File: config.mk
export PLATFORM = sky130hd
export DESIGN_NAME = pipeline_ctrl_flat
export DESIGN_NICKNAME = d
export VERILOG_FILES = /design/src/rtl/pipeline_ctrl_pkg.sv /design/src/rtl/pipeline_ctrl_if.sv /design/src/rtl/pipeline_ctrl_load_use_detect.sv /design/src/rtl/pipeline_ctrl.sv /design/src/flat_wrapper.sv
export SDC_FILE = /design/constraint.sdc
export NUM_CORES = 1
export LEC_CHECK = 0
export ABC_AREA = 0
export CORE_MARGIN = 5
export CORE_UTILIZATION = 42
export DETAILED_ROUTE_END_ITERATION = 12
export GPL_TIMING_DRIVEN = 1
export PLACE_DENSITY = 0.81
export SLEW_MARGIN = 20
export SYNTH_ARGS = -nofsm -noshare
export SYNTH_HDL_FRONTEND = slang
export SYNTH_SLANG_ARGS = --single-unit
export TNS_END_PERCENT = 5
File: constraint.sdc
create_clock -name clk -period 4.1 [get_ports clk]
set_input_delay 0.615 -clock clk [delete_from_list [all_inputs] [get_ports clk]]
set_output_delay 0.615 -clock clk [all_outputs]
set_load 0.05 [all_outputs]
File: src/rtl/pipeline_ctrl_pkg.sv
// pipeline_ctrl_pkg: controller state encoding, output bundle and canned output patterns
package pipeline_ctrl_pkg;
  typedef enum logic [2:0] {RUN, FLUSH, LOAD_STALL, MC_BUSY, HALTED} ctrl_state_e;
  typedef struct packed {
    logic        fe_en;
    logic        pc_r;
    logic [31:0] pc_exec;
    logic        de_en;
    logic        de_flush;
    logic        ex_hold;
  } ctrl_out_s;
  localparam ctrl_out_s CO_IDLE  = '{fe_en:1'b0, pc_r:1'b0, pc_exec:32'd0, de_en:1'b0, de_flush:1'b0, ex_hold:1'b0};
  localparam ctrl_out_s CO_RUN   = '{fe_en:1'b1, pc_r:1'b0, pc_exec:32'd0, de_en:1'b1, de_flush:1'b0, ex_hold:1'b0};
  localparam ctrl_out_s CO_FLUSH = '{fe_en:1'b1, pc_r:1'b0, pc_exec:32'd0, de_en:1'b1, de_flush:1'b1, ex_hold:1'b0};
  localparam ctrl_out_s CO_STALL = '{fe_en:1'b0, pc_r:1'b0, pc_exec:32'd0, de_en:1'b0, de_flush:1'b1, ex_hold:1'b0};
  localparam ctrl_out_s CO_HOLD  = '{fe_en:1'b0, pc_r:1'b0, pc_exec:32'd0, de_en:1'b0, de_flush:1'b0, ex_hold:1'b1};
  function automatic ctrl_out_s co_redirect(input logic [31:0] addr);
    return '{fe_en:1'b1, pc_r:1'b1, pc_exec:addr, de_en:1'b1, de_flush:1'b1, ex_hold:1'b0};
  endfunction
endpackage

File: src/rtl/pipeline_ctrl_if.sv
// pipeline_ctrl_if: hazard inputs and stall/redirect controls between pipeline and controller
interface pipeline_ctrl_if #(
  parameter int CNT_W = 32
);
  logic [4:0]       de_rs1, de_rs2, ex_rd;
  logic             de_uses_rs1, de_uses_rs2, ex_is_load, ex_rd_we;
  logic             ex_branch_taken, mc_start, mc_done, halt_req, resume;
  logic [31:0]      ex_target, resume_pc, pc_exec;
  logic             fe_en, pc_r, de_en, de_flush, ex_hold, halted, mc_timeout;
  logic [CNT_W-1:0] stall_cnt, flush_cnt;
  modport master (
    input  de_rs1, de_rs2, de_uses_rs1, de_uses_rs2, ex_is_load, ex_rd_we, ex_rd,
           ex_branch_taken, ex_target, mc_start, mc_done, halt_req, resume, resume_pc,
    output fe_en, pc_r, pc_exec, de_en, de_flush, ex_hold, halted, mc_timeout, stall_cnt, flush_cnt
  );
  modport slave (
    output de_rs1, de_rs2, de_uses_rs1, de_uses_rs2, ex_is_load, ex_rd_we, ex_rd,
           ex_branch_taken, ex_target, mc_start, mc_done, halt_req, resume, resume_pc,
    input  fe_en, pc_r, pc_exec, de_en, de_flush, ex_hold, halted, mc_timeout, stall_cnt, flush_cnt
  );
endinterface

File: src/rtl/pipeline_ctrl_load_use_detect.sv
// load_use_detect: combinational compare of decode sources against an in-flight load destination
module load_use_detect (
  input  logic [4:0] de_rs1,
  input  logic [4:0] de_rs2,
  input  logic       de_uses_rs1,
  input  logic       de_uses_rs2,
  input  logic       ex_is_load,
  input  logic       ex_rd_we,
  input  logic [4:0] ex_rd,
  output logic       hazard
);
  assign hazard = ex_is_load && ex_rd_we && ex_rd != 5'd0 &&
                  ((de_uses_rs1 && de_rs1 == ex_rd) || (de_uses_rs2 && de_rs2 == ex_rd));
endmodule

File: src/rtl/pipeline_ctrl.sv
// pipeline_ctrl: central stall/flush/redirect sequencer with halt, multi-cycle and perf counters
module pipeline_ctrl
  import pipeline_ctrl_pkg::*;
#(
  parameter int MC_TIMEOUT = 64,
  parameter int CNT_W      = 32
) (
  input logic            clk,
  input logic            reset,
  pipeline_ctrl_if.master bus
);
  localparam int TW = MC_TIMEOUT > 2 ? $clog2(MC_TIMEOUT) : 1;
  ctrl_state_e      st, st_n;
  ctrl_out_s        co;
  logic [TW-1:0]    tcnt;
  logic [CNT_W-1:0] stall_q, flush_q;
  logic             hz, tmo;
  load_use_detect u_lud (
    .de_rs1      (bus.de_rs1),
    .de_rs2      (bus.de_rs2),
    .de_uses_rs1 (bus.de_uses_rs1),
    .de_uses_rs2 (bus.de_uses_rs2),
    .ex_is_load  (bus.ex_is_load),
    .ex_rd_we    (bus.ex_rd_we),
    .ex_rd       (bus.ex_rd),
    .hazard      (hz)
  );
  always_comb begin
    co   = CO_IDLE;
    st_n = st;
    tmo  = 1'b0;
    case (st)
      RUN, LOAD_STALL: begin
        if (bus.ex_branch_taken) begin
          co   = co_redirect(bus.ex_target);
          st_n = FLUSH;
        end else if (bus.halt_req) begin
          st_n = HALTED;
        end else if (bus.mc_start) begin
          co   = CO_RUN;
          st_n = MC_BUSY;
        end else if (hz && st == RUN) begin
          co   = CO_STALL;
          st_n = LOAD_STALL;
        end else begin
          co   = CO_RUN;
          st_n = RUN;
        end
      end
      FLUSH: begin
        co   = CO_FLUSH;
        st_n = RUN;
      end
      MC_BUSY: begin
        tmo  = !bus.mc_done && tcnt == TW'(MC_TIMEOUT - 1);
        co   = bus.mc_done || tmo ? CO_RUN : CO_HOLD;
        st_n = bus.mc_done || tmo ? RUN : MC_BUSY;
      end
      HALTED: begin
        co   = bus.resume ? co_redirect(bus.resume_pc) : CO_IDLE;
        st_n = bus.resume ? FLUSH : HALTED;
      end
      default: st_n = RUN;
    endcase
  end
  // outputs are combinational, so reset must mask them to reach all-zero asynchronously
  assign bus.fe_en      = co.fe_en && !reset;
  assign bus.pc_r       = co.pc_r && !reset;
  assign bus.pc_exec    = reset ? 32'd0 : co.pc_exec;
  assign bus.de_en      = co.de_en && !reset;
  assign bus.de_flush   = co.de_flush && !reset;
  assign bus.ex_hold    = co.ex_hold && !reset;
  assign bus.halted     = st == HALTED && !reset;
  assign bus.mc_timeout = tmo && !reset;
  assign bus.stall_cnt  = stall_q;
  assign bus.flush_cnt  = flush_q;
  always_ff @(posedge clk or posedge reset) begin
    if (reset) begin
      st      <= RUN;
      tcnt    <= '0;
      stall_q <= '0;
      flush_q <= '0;
    end else begin
      st   <= st_n;
      tcnt <= st == MC_BUSY && st_n == MC_BUSY ? tcnt + 1'b1 : '0;
      if (!co.fe_en && st != HALTED && stall_q != '1) stall_q <= stall_q + 1'b1;
      if (co.pc_r && flush_q != '1) flush_q <= flush_q + 1'b1;
    end
  end
endmodule
File: src/flat_wrapper.sv
// flat-port wrapper written by rule: the top's interface ports become plain ports
module pipeline_ctrl_flat import pipeline_ctrl_pkg::*;
#(
  parameter int MC_TIMEOUT = 64,
  parameter int CNT_W      = 32
)
  (clk, reset, bus_de_rs1, bus_de_rs2, bus_de_uses_rs1, bus_de_uses_rs2, bus_ex_is_load, bus_ex_rd_we, bus_ex_rd, bus_ex_branch_taken, bus_ex_target, bus_mc_start, bus_mc_done, bus_halt_req, bus_resume, bus_resume_pc, bus_fe_en, bus_pc_r, bus_pc_exec, bus_de_en, bus_de_flush, bus_ex_hold, bus_halted, bus_mc_timeout, bus_stall_cnt, bus_flush_cnt);
  pipeline_ctrl_if #(.CNT_W(CNT_W)) bus_i ();
  input logic clk;
  input logic reset;
  input wire logic [$bits(bus_i.de_rs1)-1:0] bus_de_rs1;
  input wire logic [$bits(bus_i.de_rs2)-1:0] bus_de_rs2;
  input wire logic [$bits(bus_i.de_uses_rs1)-1:0] bus_de_uses_rs1;
  input wire logic [$bits(bus_i.de_uses_rs2)-1:0] bus_de_uses_rs2;
  input wire logic [$bits(bus_i.ex_is_load)-1:0] bus_ex_is_load;
  input wire logic [$bits(bus_i.ex_rd_we)-1:0] bus_ex_rd_we;
  input wire logic [$bits(bus_i.ex_rd)-1:0] bus_ex_rd;
  input wire logic [$bits(bus_i.ex_branch_taken)-1:0] bus_ex_branch_taken;
  input wire logic [$bits(bus_i.ex_target)-1:0] bus_ex_target;
  input wire logic [$bits(bus_i.mc_start)-1:0] bus_mc_start;
  input wire logic [$bits(bus_i.mc_done)-1:0] bus_mc_done;
  input wire logic [$bits(bus_i.halt_req)-1:0] bus_halt_req;
  input wire logic [$bits(bus_i.resume)-1:0] bus_resume;
  input wire logic [$bits(bus_i.resume_pc)-1:0] bus_resume_pc;
  output wire logic [$bits(bus_i.fe_en)-1:0] bus_fe_en;
  output wire logic [$bits(bus_i.pc_r)-1:0] bus_pc_r;
  output wire logic [$bits(bus_i.pc_exec)-1:0] bus_pc_exec;
  output wire logic [$bits(bus_i.de_en)-1:0] bus_de_en;
  output wire logic [$bits(bus_i.de_flush)-1:0] bus_de_flush;
  output wire logic [$bits(bus_i.ex_hold)-1:0] bus_ex_hold;
  output wire logic [$bits(bus_i.halted)-1:0] bus_halted;
  output wire logic [$bits(bus_i.mc_timeout)-1:0] bus_mc_timeout;
  output wire logic [$bits(bus_i.stall_cnt)-1:0] bus_stall_cnt;
  output wire logic [$bits(bus_i.flush_cnt)-1:0] bus_flush_cnt;
  assign bus_i.de_rs1 = bus_de_rs1;
  assign bus_i.de_rs2 = bus_de_rs2;
  assign bus_i.de_uses_rs1 = bus_de_uses_rs1;
  assign bus_i.de_uses_rs2 = bus_de_uses_rs2;
  assign bus_i.ex_is_load = bus_ex_is_load;
  assign bus_i.ex_rd_we = bus_ex_rd_we;
  assign bus_i.ex_rd = bus_ex_rd;
  assign bus_i.ex_branch_taken = bus_ex_branch_taken;
  assign bus_i.ex_target = bus_ex_target;
  assign bus_i.mc_start = bus_mc_start;
  assign bus_i.mc_done = bus_mc_done;
  assign bus_i.halt_req = bus_halt_req;
  assign bus_i.resume = bus_resume;
  assign bus_i.resume_pc = bus_resume_pc;
  assign bus_fe_en = bus_i.fe_en;
  assign bus_pc_r = bus_i.pc_r;
  assign bus_pc_exec = bus_i.pc_exec;
  assign bus_de_en = bus_i.de_en;
  assign bus_de_flush = bus_i.de_flush;
  assign bus_ex_hold = bus_i.ex_hold;
  assign bus_halted = bus_i.halted;
  assign bus_mc_timeout = bus_i.mc_timeout;
  assign bus_stall_cnt = bus_i.stall_cnt;
  assign bus_flush_cnt = bus_i.flush_cnt;
  pipeline_ctrl #(.MC_TIMEOUT(MC_TIMEOUT), .CNT_W(CNT_W)) u_core (.clk(clk), .reset(reset), .bus(bus_i));
endmodule
# Word level (Yosys, flattened, before mapping)

Index checks and enable logic that the tools add are counted.

Add/sub/neg operators: 3
Equal/unequal tests: 11
Multiplexer cells: 17
Reduce and logical (&&, ||, !) cells: 26

Operator list:

| cell                                                                   | number |
|---|---|
| 37-bit two-way mux                                                     | 6 |
| 37-bit case mux with 4 select lines                                    | 1 |
| 32-bit by 1-bit adder with 32-bit output (second input constant)       | 2 |
| 32-bit inequality test (second input constant)                         | 2 |
| 32-bit two-way mux                                                     | 1 |
| 1-bit logical AND                                                      | 18 |
| 3-bit two-way mux                                                      | 4 |
| 5-bit equality test                                                    | 2 |
| 3-bit by 2-bit equality test with 1-bit output (second input constant) | 3 |
| 3-bit case mux with 3 select lines                                     | 1 |
| 6-bit by 1-bit adder with 6-bit output (second input constant)         | 1 |
| 6-bit equality test (second input constant)                            | 1 |
| 6-bit two-way mux                                                      | 1 |
| 5-bit nonzero test                                                     | 1 |
| 2-bit two-way mux                                                      | 2 |
| 3-bit by 1-bit equality test with 1-bit output (second input constant) | 1 |
| 3-bit equality test (second input constant)                            | 1 |
| 1-bit zero test                                                        | 3 |
| 3-bit zero test                                                        | 1 |
| 3-bit inequality test (second input constant)                          | 1 |
| 1-bit logical OR                                                       | 2 |
| 2-bit OR reduction                                                     | 1 |
| 1-bit two-way mux                                                      | 1 |

Register bits after elaboration: 73
Bits of input ports: 90
Output and inout bits: 103
Word-level logic and storage cells: 61

# Depth between registers and ports, before layout

Depth in word-level cells: 13
Mapped depth: 9

# By module

A second synthesis with hierarchy kept.

Cells, all modules: 436
Area, all modules: 4185.3 um^2

Modules (own cells, without submodules):

| module          | instances | cells an instance | area an instance (um^2) | seq. area each (um^2) |
|---|---|---|---|---|
| pipeline_ctrl   | 1         | 419               | 4050.1                  | 1826.8 |
| load_use_detect | 1         | 17                | 135.1                   | 0.0 |

# Worst setup path after synthesis

OpenSTA, ideal clock, no wires.

Kind: in2out
Start point: in reset
End point: out bus_fe_en
Arrival time: 3.774 ns
Required time: 3.485 ns
Slack: -0.289 ns
Stages on the path: 4
Path through: inv_1 > nand2_1 > nor2b_1 > buf_4

Cells in the longest elaborated chain, start to end: 2

RTL lines:

| what               | line                | text |
|---|---|---|
| start: declaration | flat_wrapper.sv:10  | `input logic reset;` |
| 1-bit zero test    | pipeline_ctrl.sv:67 | `assign bus.fe_en = co.fe_en && !reset;` |
| 1-bit logical AND  | pipeline_ctrl.sv:67 |  |
| end: declaration   | flat_wrapper.sv:25  | `output wire logic [$bits(bus_i.fe_en)-1:0] bus_fe_en;` |

No other way between the ends.

# Worst setup path after layout

Start point: in bus_ex_rd[1]
End point: out bus_fe_en

Cells in the longest elaborated chain, start to end: 11

RTL lines:

| what                                  | line                                | text |
|---|---|---|
| start: declaration                    | flat_wrapper.sv:17                  | `input wire logic [$bits(bus_i.ex_rd)-1:0] bus_ex_rd;` |
| 5-bit equality test                   | pipeline_ctrl_load_use_detect.sv:13 | `((de_uses_rs1 && de_rs1 == ex_rd) \|\| (de_uses_rs2 && de_rs2 == ex_rd));` |
| 1-bit logical AND                     | pipeline_ctrl_load_use_detect.sv:13 |  |
| 1-bit logical OR                      | pipeline_ctrl_load_use_detect.sv:13 |  |
| 1-bit logical AND *                   | pipeline_ctrl_load_use_detect.sv:12 | `assign hazard = ex_is_load && ex_rd_we && ex_rd != 5'd0 &&` |
| 1-bit logical AND *                   | pipeline_ctrl.sv:42                 | `end else if (hz && st == RUN) begin` |
| 37-bit two-way mux *                  | pipeline_ctrl.sv:42                 |  |
| 37-bit two-way mux *                  | pipeline_ctrl.sv:39                 | `end else if (bus.mc_start) begin` |
| 37-bit two-way mux *                  | pipeline_ctrl.sv:37                 | `end else if (bus.halt_req) begin` |
| 37-bit two-way mux *                  | pipeline_ctrl.sv:34                 | `if (bus.ex_branch_taken) begin` |
| 37-bit case mux with 4 select lines * | pipeline_ctrl.sv:32                 | `case (st)` |
| 1-bit logical AND *                   | pipeline_ctrl.sv:67                 |  |

Mark *: on every way between the ends. The rest lies on a longest branch, timed or not.

==> impl_results.md <==
* Share of cells above drive strength 1 at 0.132
* Vias in the first global route at 4144
* Die Span X at 111 µm
* Total CTS buffers at 9
* Max-cap violations at 0
* Hold Fails Final Rpt at 0
* Residual DRC at 0
* Finished Layout Cells at 778
* Fmax at 0.297 GHz
* Mapped Area at 4280 µm²
* Initial antenna violation count at 0
* Final min period at 3360 ps
* Worst-path fanout max at 3
* Pre-antenna DRT Iters at 4
* Final nets at 733
* Clock share of power at 0.205
* Int Pwr at 1.43 mW
* First-pass GRT wire length at 20.9 mm
* Commonest cells after routing, fill and taps aside: clkdlybuf4s50_1, dfrtp_1, nor2_1
* Setup Slack @ Placement at 739 ps
* CTS tree: built
* Drt total wl at 12.9 mm
* Worst setup SP type: input pin
* Post-CTS Setup Bufs at 0
* Detailed-route via count at 4123
* Sequential element share of the synthesized area at 0.427
* Power per cell area at 401 nW/µm²
* CTS Sinks at 73
* CTS clk-pin slew, worst paths at 80 ps
* Post-synth EDFFs at 0
* Layout Utilization at 0.650
* Adder-cell share of the synthesized area at 0.00877
* Setup WS post-layout at 736 ps
* Clock Latency Late Sink at 350 ps
* Synth Net Count at 544
* Row Count at 36
* Remaining Overflow, GRT at 0
* Simple-gate share of the synthesized area at 0.282
* Post-Syn Instances at 451
* Setup TNS at 0 ps
* Die ar. at 12300 µm²
* Tot GR Track Use at 0.207
* CTS hold repair buffers at 0
* Hold_ws at 473 ps
* Bufs on Longest Clock Path at 2
* Ys async rst share at 1.00
* Root Driver: clkbuf_8
* Port bufs at 192
* Worst-margin pin slew at 892 ps
* Initial drt markers at 264
* Largest net degree at the start of global routing at 74
* Final clock period utilization by the worst path at 0.820
* Leak at 2.56 nW
* Synth Warn # at 0
* Hold WC Path Type: register to register
* Hpwl dp at 10.2 mm
* Endpoints failing setup at 0
* Register bit total from synthesis at 73
* RSZ-0062 raised after global routing: false
* Compound-Gate Fraction of Synth Area at 0.0894
* CP arrival at 2750 ps
* Mux contribution to synthesized area at 0.00263
* Placed Area at 6230 µm²
* Vias per Instance at 5.30
* Ports at 193
* Syn-to-layout area delta at 49.7%
* Largest family of logic cells by synthesized area: simple AND/OR/NAND/NOR gates
* Switching pwr at 1.15 mW
* Comb power frac at 0.439
* Post-route cell area at 6410 µm²
* Worst EP required at 3480 ps
* Max-Slew Margin vs Limit at 0.406
* Synth cell types at 51
* Post-Synth XOR/XNOR Area at 0.155
* WL per Instance at 16.6 µm
* Initial Util at 0.434
* CTS resizes at 0
* Placed Cells at 762
* Sw Share at 0.445
* Routed Antenna Nets at 0
* Routability cong. at 0.862
* Peak supply drop at 225 µV
* Worst Setup End Kind: output pin
* Setup CP Type: input pin to output pin
* Flop pwr share at 0.356
* Die height at 111 µm
* Core ar. at 9860 µm²
* Fill cells at 810
* Commonest non-fill, non-tap cell in the layout: clkdlybuf4s50_1
* Total power at 2.57 mW
* Ys flop type: dfrtp_1
* Status: finished clean
* Worst Clk Skew at 9.64 ps
* Antenna cell count at 0
* H-tree Lvls at 3
* Max-slew violations at 0
* Avg Cell Area, Syn at 9.49 µm²
[power groups by stage]
stage	Sequential [mW]	Combinational [mW]	Clock, mW
2_1_floorplan	1.14	0.535	0
3_3_place_gp	0.921	1.12	0
3_5_place_dp	0.926	1.14	0
4_1_cts	0.914	1.14	0.537
5_1_grt	0.935	1.20	0.568
6_report	0.915	1.13	0.527
[area by class of cell]
type	instances	area [µm²]	share of cell area
Tap cell	133	166	0.0260
Multi-Input combinational cell	348	2310	0.361
Clock inverter	7	60.1	0.00937
Clock buffer	9	124	0.0193
Timing Repair Buffer	199	1880	0.294
Sequential cell	73	1830	0.285
Inverter	9	37.5	0.00585
[sequential cells by signal, indices dropped and copies added (netlist names)]
signal                flops
u_core.bus.flush_cnt     32
u_core.st                 3
u_core.bus.stall_cnt     32
u_core.tcnt               6
[final timing paths]
kind | to | slack (ps) | cells after the start | start
min | u_core.tcnt[0] | 470 | 1 | u_core.tcnt[0]
max reg2reg | u_core.bus.stall_cnt[1] | 1650 | 8 | u_core.tcnt[0]
max in group asynchronous | u_core.bus.flush_cnt[14] | 2450 | 3 | reset
min reg2reg | u_core.tcnt[0] | 470 | 1 | u_core.tcnt[0]
min in group asynchronous | u_core.tcnt[4] | 1080 | 3 | reset
max | bus_fe_en | 740 | 7 | bus_ex_rd[1]
[synthesized netlist by cell type (all sizes together), types with 9 or more instances]
master | count | area, µm²
buf | 10 | 73.8
inv | 9 | 33.8
xnor2 | 32 | 280
xor2 | 44 | 385
nand4 | 16 | 106
nor4 | 14 | 138
nand3 | 30 | 150
a22oi | 32 | 240
nand2 | 30 | 113
nor2 | 63 | 246
clkbuf | 11 | 41.3
dfrtp | 73 | 1830
nor3 | 24 | 125
[worst max-delay path: stages]
cell	delay (ps)
clkdlybuf4s50_1	480
or4_1	540
o211ai_1	240
nor2b_1	120
o21ai_0	190
nor2b_1	300
buf_4	260
[kinds of logic (layout without fill, tap and decap cells)]
logic type / Yosys count / in the layout
simple gates: 217 / 217
xor+xnor: 76 / 76
flops: 73 / 73
compound gates: 51 / 51
buf+inv: 30 / 224
fa+ha+maj: 3 / 3
mux: 1 / 1
[layer usage]
layer | GRT usage | vias up | wire (µm)
met5 | 0 | - | 0
met4 | 0.0747 | 0 | 229
met3 | 0.0524 | 14 | 993
met1 | 0.244 | 1958 | 5210
met2 | 0.362 | 165 | 6500
li1 | - | 1986 | -
(Power assumes the default switching activity.)
